===== src/rtl/mem_arb_pkg.sv =====
// mem_arb_pkg -- shared types for the two-master memory arbiter.
//   arb_state_t : arbiter FSM states (IDLE, CMD, RBURST, WBURST)
//   owner_t     : which master currently owns the memory bus
//   REQ_I/REQ_D : bit positions of the I-side / D-side request in req vectors
//   other_side(): the opposite owner, used by the round-robin tie break
package mem_arb_pkg;

    typedef enum logic [1:0] {
        IDLE   = 2'd0,
        CMD    = 2'd1,
        RBURST = 2'd2,
        WBURST = 2'd3
    } arb_state_t;

    typedef enum logic {
        OWN_I = 1'b0,
        OWN_D = 1'b1
    } owner_t;

    localparam int REQ_I = 0;
    localparam int REQ_D = 1;

    function automatic owner_t other_side(input owner_t o);
        return (o == OWN_I) ? OWN_D : OWN_I;
    endfunction

endpackage


===== src/rtl/mem_arb_rr.sv =====
// mem_arb_rr -- purely combinational 2-input round-robin picker.
// Ports:
//   req[1:0] : request vector, bit REQ_I = I-side, bit REQ_D = D-side
//   last     : side that was served most recently
//   winner   : side to grant; on a tie the side not served last wins.
//              Meaningless when req is 0 (caller only looks when |req).
module mem_arb_rr
    import mem_arb_pkg::*;
(
    input  logic [1:0] req,
    input  owner_t     last,
    output owner_t     winner
);

    always_comb begin
        winner = OWN_I;
        if (req[REQ_I] && req[REQ_D]) begin
            winner = other_side(last);
        end else if (req[REQ_D]) begin
            winner = OWN_D;
        end else begin
            winner = OWN_I;
        end
    end

endmodule


===== src/rtl/mem_arbiter.sv =====
// mem_arbiter -- arbitrates an I-side (read-only refill) master and a D-side
// (read/write) master onto one burst memory port.
// Ports:
//   sys_clk, sys_rst          : clock, synchronous active-high reset
//   i_req/i_addr              : I-side burst request and start address
//   i_gnt/i_rvalid/i_rdata    : I-side grant and read beats
//   i_done                    : one-cycle pulse on the last I-side beat
//   d_req/d_we/d_addr/d_wdata : D-side request, direction, address, write data
//   d_wready                  : D-side write beat accepted by memory
//   d_gnt/d_rvalid/d_rdata    : D-side grant and read beats
//   d_done                    : one-cycle pulse on the last D-side beat
//   m_cmd_valid/m_cmd_ready   : memory command handshake
//   m_we/m_addr               : command direction and burst start address
//   m_wvalid/m_wready/m_wdata : memory write beat channel
//   m_rvalid/m_rdata          : memory read beat channel
// Each burst is BURST_LEN beats; the memory walks the address itself, so
// m_addr only ever carries the start address.
module mem_arbiter
    import mem_arb_pkg::*;
#(
    parameter int ADDR_WIDTH = 32,
    parameter int DATA_WIDTH = 32,
    parameter int BURST_LEN  = 8
) (
    input  logic                  sys_clk,
    input  logic                  sys_rst,

    input  logic                  i_req,
    input  logic [ADDR_WIDTH-1:0] i_addr,
    output logic                  i_gnt,
    output logic                  i_rvalid,
    output logic [DATA_WIDTH-1:0] i_rdata,
    output logic                  i_done,

    input  logic                  d_req,
    input  logic                  d_we,
    input  logic [ADDR_WIDTH-1:0] d_addr,
    input  logic [DATA_WIDTH-1:0] d_wdata,
    output logic                  d_wready,
    output logic                  d_gnt,
    output logic                  d_rvalid,
    output logic [DATA_WIDTH-1:0] d_rdata,
    output logic                  d_done,

    output logic                  m_cmd_valid,
    input  logic                  m_cmd_ready,
    output logic                  m_we,
    output logic [ADDR_WIDTH-1:0] m_addr,
    output logic                  m_wvalid,
    input  logic                  m_wready,
    output logic [DATA_WIDTH-1:0] m_wdata,
    input  logic                  m_rvalid,
    input  logic [DATA_WIDTH-1:0] m_rdata
);

    localparam int              CNT_W     = $clog2(BURST_LEN);
    localparam logic [CNT_W-1:0] LAST_BEAT = CNT_W'(BURST_LEN - 1);

    // ------------------------------------------------------------------
    // State
    // ------------------------------------------------------------------
    arb_state_t            state_reg;
    owner_t                owner_reg;
    owner_t                last_reg;
    logic [CNT_W-1:0]      cnt_reg;
    logic                  i_gnt_reg;
    logic                  d_gnt_reg;
    logic                  m_cmd_valid_reg;
    logic                  m_we_reg;
    logic [ADDR_WIDTH-1:0] m_addr_reg;

    // ------------------------------------------------------------------
    // Arbitration
    // ------------------------------------------------------------------
    logic [1:0] req_vec;
    owner_t     winner;

    assign req_vec[REQ_I] = i_req;
    assign req_vec[REQ_D] = d_req;

    mem_arb_rr u_rr (
        .req    (req_vec),
        .last   (last_reg),
        .winner (winner)
    );

    // ------------------------------------------------------------------
    // Beat detection
    // ------------------------------------------------------------------
    logic rd_phase;
    logic wr_phase;
    logic rd_beat;
    logic wr_beat;
    logic beat;
    logic last_beat;

    assign rd_phase  = (state_reg == RBURST);
    // Only the D-side ever latches we=1, so WBURST implies D ownership; the
    // owner term just keeps the write channel shut if that ever breaks.
    assign wr_phase  = (state_reg == WBURST) && (owner_reg == OWN_D);
    assign rd_beat   = rd_phase && m_rvalid;
    assign wr_beat   = wr_phase && d_req && m_wready;
    assign beat      = rd_beat || wr_beat;
    assign last_beat = beat && (cnt_reg == LAST_BEAT);

    // ------------------------------------------------------------------
    // Per-side read/done steering. Read data passes straight through in
    // the beat cycle; the non-owner always sees zeros.
    // ------------------------------------------------------------------
    logic                  side_rvalid [2];
    logic [DATA_WIDTH-1:0] side_rdata  [2];
    logic                  side_done   [2];

    for (genvar gi = 0; gi < 2; gi++) begin : g_side
        logic side_sel;
        assign side_sel        = ((owner_reg == OWN_D) == (gi == REQ_D));
        assign side_rvalid[gi] = rd_beat && side_sel;
        assign side_rdata[gi]  = side_rvalid[gi] ? m_rdata : '0;
        assign side_done[gi]   = last_beat && side_sel;
    end

    assign i_rvalid = side_rvalid[REQ_I];
    assign i_rdata  = side_rdata[REQ_I];
    assign i_done   = side_done[REQ_I];
    assign d_rvalid = side_rvalid[REQ_D];
    assign d_rdata  = side_rdata[REQ_D];
    assign d_done   = side_done[REQ_D];

    // Write channel is a straight connection to the D-side during WBURST.
    assign m_wvalid = wr_phase && d_req;
    assign m_wdata  = wr_phase ? d_wdata : '0;
    assign d_wready = wr_phase ? m_wready : 1'b0;

    assign i_gnt       = i_gnt_reg;
    assign d_gnt       = d_gnt_reg;
    assign m_cmd_valid = m_cmd_valid_reg;
    assign m_we        = m_we_reg;
    assign m_addr      = m_addr_reg;

    // ------------------------------------------------------------------
    // FSM with registered grant / command outputs
    // ------------------------------------------------------------------
    always_ff @(posedge sys_clk) begin
        if (sys_rst) begin
            state_reg       <= IDLE;
            owner_reg       <= OWN_I;
            last_reg        <= OWN_I;
            cnt_reg         <= '0;
            i_gnt_reg       <= 1'b0;
            d_gnt_reg       <= 1'b0;
            m_cmd_valid_reg <= 1'b0;
            m_we_reg        <= 1'b0;
            m_addr_reg      <= '0;
        end else begin
            case (state_reg)
                IDLE: begin
                    if (|req_vec) begin
                        owner_reg       <= winner;
                        m_addr_reg      <= (winner == OWN_D) ? d_addr : i_addr;
                        m_we_reg        <= (winner == OWN_D) && d_we;
                        i_gnt_reg       <= (winner == OWN_I);
                        d_gnt_reg       <= (winner == OWN_D);
                        m_cmd_valid_reg <= 1'b1;
                        state_reg       <= CMD;
                    end
                end

                CMD: begin
                    // Address/we are held in registers, so they stay stable
                    // for as long as the memory stalls the command.
                    if (m_cmd_ready) begin
                        m_cmd_valid_reg <= 1'b0;
                        cnt_reg         <= '0;
                        state_reg       <= m_we_reg ? WBURST : RBURST;
                    end
                end

                RBURST, WBURST: begin
                    if (beat) begin
                        // Natural wrap brings the counter back to 0 at burst end.
                        cnt_reg <= cnt_reg + CNT_W'(1);
                        if (cnt_reg == LAST_BEAT) begin
                            i_gnt_reg <= 1'b0;
                            d_gnt_reg <= 1'b0;
                            last_reg  <= owner_reg;
                            state_reg <= IDLE;
                        end
                    end
                end

                default: begin
                    state_reg <= IDLE;
                end
            endcase
        end
    end

endmodule

===== config.mk =====
export PLATFORM = sky130hd
export DESIGN_NAME = mem_arbiter
export DESIGN_NICKNAME = d
export VERILOG_FILES = /design/src/rtl/mem_arb_pkg.sv /design/src/rtl/mem_arb_rr.sv /design/src/rtl/mem_arbiter.sv
export SDC_FILE = /design/constraint.sdc
export NUM_CORES = 1
export LEC_CHECK = 0
export ABC_AREA = 1
export CORE_AREA = 2 2 106 108
export CTS_CLUSTER_SIZE = 14
export DETAILED_ROUTE_END_ITERATION = 8
export DIE_AREA = 0 0 108 110
export HOLD_SLACK_MARGIN = 0.1
export PLACE_DENSITY_LB_ADDON = 0.3
export SLEW_MARGIN = 40
export SYNTH_ARGS = -nofsm -noshare
export SYNTH_HDL_FRONTEND = slang
export SYNTH_HIERARCHICAL = 1
export SYNTH_SLANG_ARGS = --single-unit

===== constraint.sdc =====
create_clock -name sys_clk -period 2.19 [get_ports sys_clk]
set_clock_uncertainty 0.15 [all_clocks]
set_input_delay 0.5475 -clock sys_clk [delete_from_list [all_inputs] [get_ports sys_clk]]
set_output_delay 0.5475 -clock sys_clk [all_outputs]
set_load 0.05 [all_outputs]

**After elaboration in Yosys (flattened, before gate mapping)**

Index checks and enable logic that the tools add are counted.

- $add $sub $neg: 1
- Equality and inequality tests: 8
- Muxes and demuxes: 26
- Bitwise operators: 2
- Reductions and logical operators: 24

Operator list:

| kind | number |
|---|---|
| $mux 32 | 4 |
| $logic_and 1x1->1 | 11 |
| $mux 1 | 11 |
| $reduce_and 3->1 | 3 |
| $mux 2 | 4 |
| $ne 2x2->1 const B | 4 |
| $reduce_and 4->1 | 2 |
| $mux 3 | 2 |
| $pmux 1 s2 | 3 |
| $pmux 2 s3 | 1 |
| $pmux 3 s2 | 1 |
| $reduce_bool 2->1 | 3 |
| $eq 2x2->1 const B | 2 |
| $reduce_or 2->1 | 2 |
| $add 3x1->3 const B | 1 |
| $eq 3x3->1 const B | 1 |
| $eq 2x1->1 const B | 1 |
| $logic_not 2->1 | 1 |
| $not 1->1 | 2 |
| $reduce_and 2->1 | 1 |
| $logic_or 1x1->1 | 1 |

- Register bits after elaboration: 43
- Input bits: 136
- Word-level logic and storage cells: 70

**Longest topological paths before layout**

Gate-level depths: netlist (run 1).

- Word-level depth: 7
- Depth in mapped cells: 9
- Gate-level depth less buffers: 9

**By module**

Netlist (run 1), hierarchy kept.

By module, submodules not included:

| module | instances | cells an instance | area an instance (µm²) | seq. area each (µm²) |
|---|---|---|---|---|
| mem_arbiter | 1 | 425 | 2472.4 | 860.8 |
| mem_arb_rr | 1 | 2 | 12.5 | 0.0 |

**Worst setup path before layout (run 1)**

No wires, ideal clock.

- Kind: input port to output port
- From: input port m_rvalid
- To: output port d_rdata[11]
- Arrival: 2.474 ns
- Slack: -0.981 ns
- Stages: 5
- Buffers on the path: 1
- Path through: nand3_1 -> nor2_1 -> inv_1 -> clkbuf_1 -> nor2_1

- Cells in the longest elaborated chain, start to end: 3

Ends and longest elaborated chain:

| element | line | source |
|---|---|---|
| from (decl) | mem_arbiter.sv:52 | `input logic m_rvalid,` |
| $logic_and 1x1->1 | mem_arbiter.sv:101 | `assign rd_beat = rd_phase && m_rvalid;` |
| $logic_and 1x1->1 | mem_arbiter.sv:117 | `assign side_rvalid[gi] = rd_beat && side_sel;` |
| named net d_rvalid | mem_arbiter.sv:41 | `output logic d_rvalid,` |
| $mux 32 | mem_arbiter.sv:118 | `assign side_rdata[gi] = side_rvalid[gi] ? m_rdata : '0;` |
| to (decl) | mem_arbiter.sv:42 | `output logic [DATA_WIDTH-1:0] d_rdata,` |

The timed path passes the listed nets, and every way through them passes these cells.

**Final worst setup path (run 1)**

- From: input port m_rvalid
- To: output port i_rdata[28]

- Cells in the longest elaborated chain, start to end: 3

Ends and longest elaborated chain:

| element | line | source |
|---|---|---|
| $logic_and 1x1->1 | mem_arbiter.sv:101 |  |
| $logic_and 1x1->1 | mem_arbiter.sv:117 |  |
| $mux 32 | mem_arbiter.sv:118 |  |
| to (decl) | mem_arbiter.sv:32 | `output logic [DATA_WIDTH-1:0] i_rdata,` |

No other way between the ends.

==> metrics.md, run 1 <==
| Metric | Value |
|---|---|
| Status | complete, but fails checks |
| Failing checks | setup timing |
| Final worst setup slack | -0.03701 ns |
| Yosys cell types | 23 |
| Min-delay worst type | reg -> reg |
| Drt pass-1 iters | 4 |
| Syn Area/Cell | 5.819 um^2 |
| Post-synth EDFFs | 0 |
| Net count after synthesis | 565 |
| Post-DR wirelength/cell | 15.75 um |
| Remaining Overflow, GRT | 0 |
| Port bufs | 273 |
| DP HPWL | 10760 um |
| Clock transition at the registers of the reported paths | 0.07 ns |
| Critical path capture point type | output port |
| CP delay by family, top | buffers and inverters |
| Pin count of the biggest net entering global routing | 34 |
| Ys async rst share | 0% |
| Final nets | 860 |
| Post-Synthesis Cells | 427 |
| P&R area growth vs syn | 208.6% |
| Area leader, netlist | dfxtp_1 |
| Setup_tns | -0.3284 ns |
| Worst r2r src | state_reg[1] |
| Power per cell area | 725.2 nW/um^2 |
| Post-synth top area share | 34.64% |
| Final Instance Area | 7667 um^2 |
| Fmax | 0.4490 GHz |
| Synth Area in Compound Gates | 9.869% |
| CP peak stage delay | 0.19 ns |
| Max-Cap Viols | 0 |
| Area of the die | 11880 um^2 |
| Initial DRC Count | 118 |
| Startpoint type of the worst setup path | input port |
| Worst-Skew Late Latency | 0.28 ns |
| Reg2Reg Depth | 7 |
| CTS root buffer | clkbuf_8 |
| Vias in the first global route | 3959 |
| Number of I/O pins | 274 |
| Vias/cell | 4.462 |
| Simple-Gate Fraction of Synth Area | 37.92% |
| Non-Filler Instances | 864 |
| Largest family of logic cells by synthesized area | simple AND/OR/NAND/NOR gates |
| Tmin final | 2.227 ns |
| Cell count of the worst hold path | 2 |
| DRT antenna net count | 0 |
| Placed cell count | 846 |
| Top FF cell, synth | dfxtp_1 |
| Clk buf depth | 2 |
| Hold EP | d_gnt |
| Worst EP required | 1.49 ns |
| TritonCTS clock tree | yes |
| H-tree depth | 2 |
| Fin. Hold Viols | 0 |
| Placed inst area | 7118 um^2 |
| Die Span X | 108 um |
| Share of layout cells above drive strength 1 | 39.28% |
| Final period utilization | 101.7% |
| IR drop worst, VDD | 724.7 uV |
| Initial antenna violation count | 0 |
| Routed wire length | 13610 um |
| GPL Wtd Cong | 0.7658 |
| Reg2reg setup slack | 0.44 ns |
| Pre-CTS setup slack | -0.3775 ns |
| Core area | 10700 um^2 |
| Critical path arrival | 1.53 ns |
| Synth Area in Adders | 1.007% |
| Leakage | 3.174 nW |
| R2r endpoint | m_addr[16] |
| Crit-path slowest cell | clkdlybuf4s15_2 |
| Tightest Pin Transition | 0.5344 ns |
| Max reg flops | 32 |
| Slew headroom | 64.31% |
| Synth Warn # | 6 |
| Max FO, Critical Path | 7 |
| Critical path class | in -> out |
| Hold Startpoint | d_gnt |
| Number of remaining DRC errors | 0 |
| CTS Hold Bufs | 0 |
| Worst hold slack | 0.3188 ns |
| Sequential area share after synthesis | 34.64% |
| Starting density of the core | 23.23% |
| Multiplexer share of the synthesized area | 0% |
| Crit-path most repeated cell | nor2_4 |
| Die Y | 110 um |
| Row Count | 38 |
| Synthesized flop and latch total | 43 |
| Top cells by area, synth | dfxtp_1, nor2_1, inv_1 |
| Global-route wire length before repair | 19630 um |
| Total number of vias | 3855 |
| Max-slew violations | 0 |
| Final setup violation count | 20 |
| Tot GR Track Use | 20.74% |
| CP bufs+invs | 4 |
| CTS buffer count | 5 |
| XOR/XNOR Fraction of Synth Area | 0% |
| Clk sinks | 43 |
| Crit-path cells | clkdlybuf4s15_2 > nand3_4 > nor2_4 > inv_4 > clkbuf_16 > nor2_4 > buf_12 |
| RSZ-0062 raised after global routing | true |
| Post-synthesis cell area | 2485 um^2 |
[cell usage after synthesis (3+ instances only)]
cell type  instances
inv_2              4
o21ai_0           35
nand3_1            7
a21oi_1            6
buf_4              3
nor3_1            32
dfxtp_1           43
clkbuf_1          11
nand2_1           16
inv_1             77
nor2_1           172
buf_2              7
[logic make-up (layout without fill, tap and decap cells)]
group / after synthesis / in the layout
and+or+nand+nor: 232 / 232
other: 0 / 1
adders and majority gates: 2 / 2
buffers and inverters: 104 / 400
DFF: 43 / 43
AOI/OAI and AO/OA: 46 / 46
[report_power, final]
part | internal, W | leakage, nW | switching (W)
clock | 0.000369 | 0.0612 | 0.000265
sequential | 0.00104 | 0.357 | 0.000143
combinational | 0.00146 | 2.76 | 0.00228
[worst max-delay path by stage]
stage / startpoint / to / slack, ns / cells past startpoint
after global routing: state_reg[0] / d_done / -0.08 / 8
final: m_rvalid / i_rdata[28] / -0.04 / 7
after detailed placement: m_rvalid / i_rdata[21] / -0.38 / 7
after CTS: m_rvalid / i_rdata[11] / 0.003 / 7
after floorplan: g_side[1].side_sel / m_wdata[10] / -0.17 / 5
after global placement: m_rvalid / d_done / -0.37 / 8
[per-layer routing]
layer	vias up	GRT usage (%)	share of wire [%]
met3	27	7.290	8.9
met5	-	0	0
met1	1769	20.90	34
li1	1869	-	-
met2	190	39.53	54
met4	0	7.234	3.2
[worst min-delay path, cell delays in order (launching register included)]
cell,delay (ns)
dfxtp_1,0.31
nand2_1,0.06
a21oi_1,0.05
[placed cells by master (no fill, tap or decap), types with 13 or more instances in the layout]
cell,count
nor2_1,70
clkdlybuf4s50_1,154
buf_12,113
dfxtp_1,41
nand2_1,13
inv_1,73
buf_4,34
nor2_4,103
o21ai_0,35
nor3_1,32
[stage by stage]
| step | power, W | utilization (%) |
|---|---|---|
| 6_report | 0.005560 | 71.67 |
| 5_1_grt | 0.005827 | 71.65 |
| 4_1_cts | 0.005492 | 69.43 |
| 3_5_place_dp | 0.004780 | 66.54 |
| 3_3_place_gp | 0.004697 | 66.54 |
| 2_1_floorplan | 0.003308 | - |
[layout make-up]
class | instances | area (um^2)
Tap cell | 140 | 175.2
Inverter | 82 | 319.1
Sequential cell | 43 | 868.3
Multi-Input combinational cell | 280 | 1998
Fill cell | 756 | 3030
Clock buffer | 6 | 82.58
Antenna cell | 1 | 2.502
Clock inverter | 2 | 35.03
Timing Repair Buffer | 310 | 4187
[repair_timing]
item | in CTS | in global routing
setup endpoints to repair | 102 | 101
pin swaps | 12 | 1
setup buffers | 5 | 2
gates cloned | 0 | 2
hold endpoints to repair | 0 | 0
resized for setup | 61 | 38
(Power assumes the default switching activity.)
==> run 2, diff against run 1 <==
- CTS_CLUSTER_DIAMETER: not set -> 60
- TNS_END_PERCENT: not set -> 100
==> results of run 2 <==
Final layout, timing and power as in run 1 (identical DEF).
==> run 3, diff against run 2 <==
- PLACE_DENSITY: not set -> 0.68
- PLACE_DENSITY_LB_ADDON: 0.3 -> not set
==> run 3 against run 2 <==
Net effect:
- the run still ends with setup timing left
- hold slack gained 0.0084 ns
- largest power group unchanged
- fmax rose by 0.51%
- first-iteration DRC count up 49%
- critical path type is now reg -> out
- combinational power about the same
- cell count decreased by 0.35%
==> metrics.md, run 3 (synthesis results as in run 1) <==
| Metric | Value |
|---|---|
| Status | complete, but fails checks |
| Failing checks | setup timing |
| Share of layout cells above drive strength 1 | 39.39% |
| Initial antenna violation count | 0 |
| Critical path arrival | 1.52 ns |
| Core area | 10700 um^2 |
| Hold Startpoint | cnt_reg[1] |
| Initial DRC Count | 176 |
| M3 GR Usage | 6.408% |
| Global-route wire length before repair | 20980 um |
| Starting density of the core | 23.23% |
| Number of I/O pins | 274 |
| Port bufs | 273 |
| CTS buffer count | 5 |
| Vias/cell | 4.467 |
| Critical path capture point type | output port |
| TritonCTS clock tree | yes |
| Worst setup path startpoint | state_reg[0] |
| Final period utilization | 101.2% |
| Remaining Overflow, GRT | 0 |
| H-tree depth | 2 |
| Fin. Hold Viols | 0 |
| Startpoint type of the worst setup path | flip-flop |
| Cell count of the worst hold path | 2 |
| Final Util | 71.19% |
| Post-DR wirelength/cell | 15.93 um |
| Worst-Skew Late Latency | 0.30 ns |
| GPL Wtd Cong | 0.8104 |
| Crit-path cells | inv_4 > nand3_4 > nor2_4 > inv_4 > buf_12 > nor2_4 > buf_12 |
| Max-slew violations | 0 |
| Clock transition at the registers of the reported paths | 0.10 ns |
| Area of the die | 11880 um^2 |
| Crit-path slowest cell | dfxtp_4 |
| Clk sinks | 43 |
| DP HPWL | 11000 um |
| Fill count | 761 |
| Routed wire length | 13710 um |
| Final nets | 858 |
| Final setup violation count | 40 |
| R2r endpoint | m_addr[8] |
| Min-delay worst type | reg -> reg |
| RSZ-0062 raised after global routing | true |
| Final worst setup slack | -0.02572 ns |
| Reg2reg setup slack | 0.52 ns |
| Reg2Reg Depth | 10 |
| Worst r2r src | state_reg[1] |
| Total power | 0.005720 W |
| Die Span X | 108 um |
| Max reg flops | 32 |
| CP peak stage delay | 0.38 ns |
| Hold EP | cnt_reg[1] |
| Total number of vias | 3846 |
| CTS Hold Bufs | 0 |
| Tmin final | 2.216 ns |
| Pin count of the biggest net entering global routing | 22 |
| Most frequent cells in the layout | clkdlybuf4s50_1, buf_12, nor2_4 |
| Max FO, Critical Path | 16 |
| P&R area growth vs syn | 206.5% |
| Tot GR Track Use | 22.35% |
| Non-Filler Instances | 861 |
| Leakage | 3.258 nW |
| Most used routing layer | met2 |
| Placed cell count | 841 |
| Clk buf depth | 2 |
| Fmax | 0.4513 GHz |
| Critical path class | reg -> out |
| Number of remaining DRC errors | 0 |
| DRT antenna net count | 0 |
| Vias in the first global route | 4011 |
| Tightest Pin Transition | 0.5331 ns |
| M1 GR Usage | 24.88% |
| Max-Cap Viols | 0 |
| Global-route met2 utilization | 42.09% |
| # diodes | 0 |
| Die Y | 110 um |
| Row Count | 38 |
| IR drop worst, VDD | 660.3 uV |
| CTS root buffer | clkbuf_8 |
| Commonest non-fill, non-tap cell in the layout | clkdlybuf4s50_1 |
| Slew headroom | 64.40% |
| Worst EP required | 1.49 ns |
| Power per cell area | 751.1 nW/um^2 |
| Drt pass-1 iters | 6 |
[run 3: report_power, final]
part           internal, W  total [W]  switching, W
Clock             0.000463   0.000764      0.000301
Combinational      0.00149    0.00377       0.00227
Sequential         0.00105    0.00119      0.000144
[run 3: worst max path at each step]
| stage | end | slack [ns] |
|---|---|---|
| after floorplan | m_wdata[10] | -0.17 |
| after global placement | d_rdata[10] | -0.39 |
| after detailed placement | d_rdata[12] | -0.40 |
| after CTS | d_rdata[12] | 0.0007 |
| after global routing | d_rdata[10] | -0.1 |
| final | d_rdata[2] | -0.03 |
[run 3: timing repair]
| item | 4_1_cts | 5_1_grt |
|---|---|---|
| setup buffers | 6 | 2 |
| pin swaps | 7 | 7 |
| cloned | 1 | 3 |
| gates resized for setup | 71 | 17 |
| endpoints found under the setup margin | 102 | 109 |
[run 3: worst max-delay path, delay by kind of cell, from the launching register on]
kind / cells / cell delay [ns]
buffers and inverters: 4 / 0.44
and+or+nand+nor: 3 / 0.39
DFF: 1 / 0.38
[run 3: final cells by class]
class	count	area [um^2]	area share [%]
Timing Repair Buffer	308	4189	55.00
Multi-Input combinational cell	280	1921	25.22
Sequential cell	43	870.8	11.43
Inverter	82	320.3	4.206
Tap cell	140	175.2	2.300
Clock inverter	3	71.32	0.9364
Clock buffer	5	68.82	0.9036
[run 3: metal layers]
| metal | vias up | part of all wire [%] |
|---|---|---|
| met5 | - | 0 |
| met4 | 0 | 2.0 |
| met3 | 19 | 8.6 |
| met2 | 187 | 53 |
| met1 | 1778 | 36 |
| li1 | 1862 | - |
[run 3: metrics by stage]
step           setup TNS [ns]  cell area (um^2)  worst slack, ns  hold slack (ns)
2_1_floorplan          -11.07              3113          -0.1692           0.2947
3_3_place_gp           -24.05              7071          -0.3941           0.3008
3_5_place_dp           -25.62              7071          -0.4014           0.3146
4_1_cts                     0              7483        0.0006607           0.3269
5_1_grt                -4.588              7616         -0.09658           0.3533
6_report              -0.4551              7616         -0.02572           0.3272
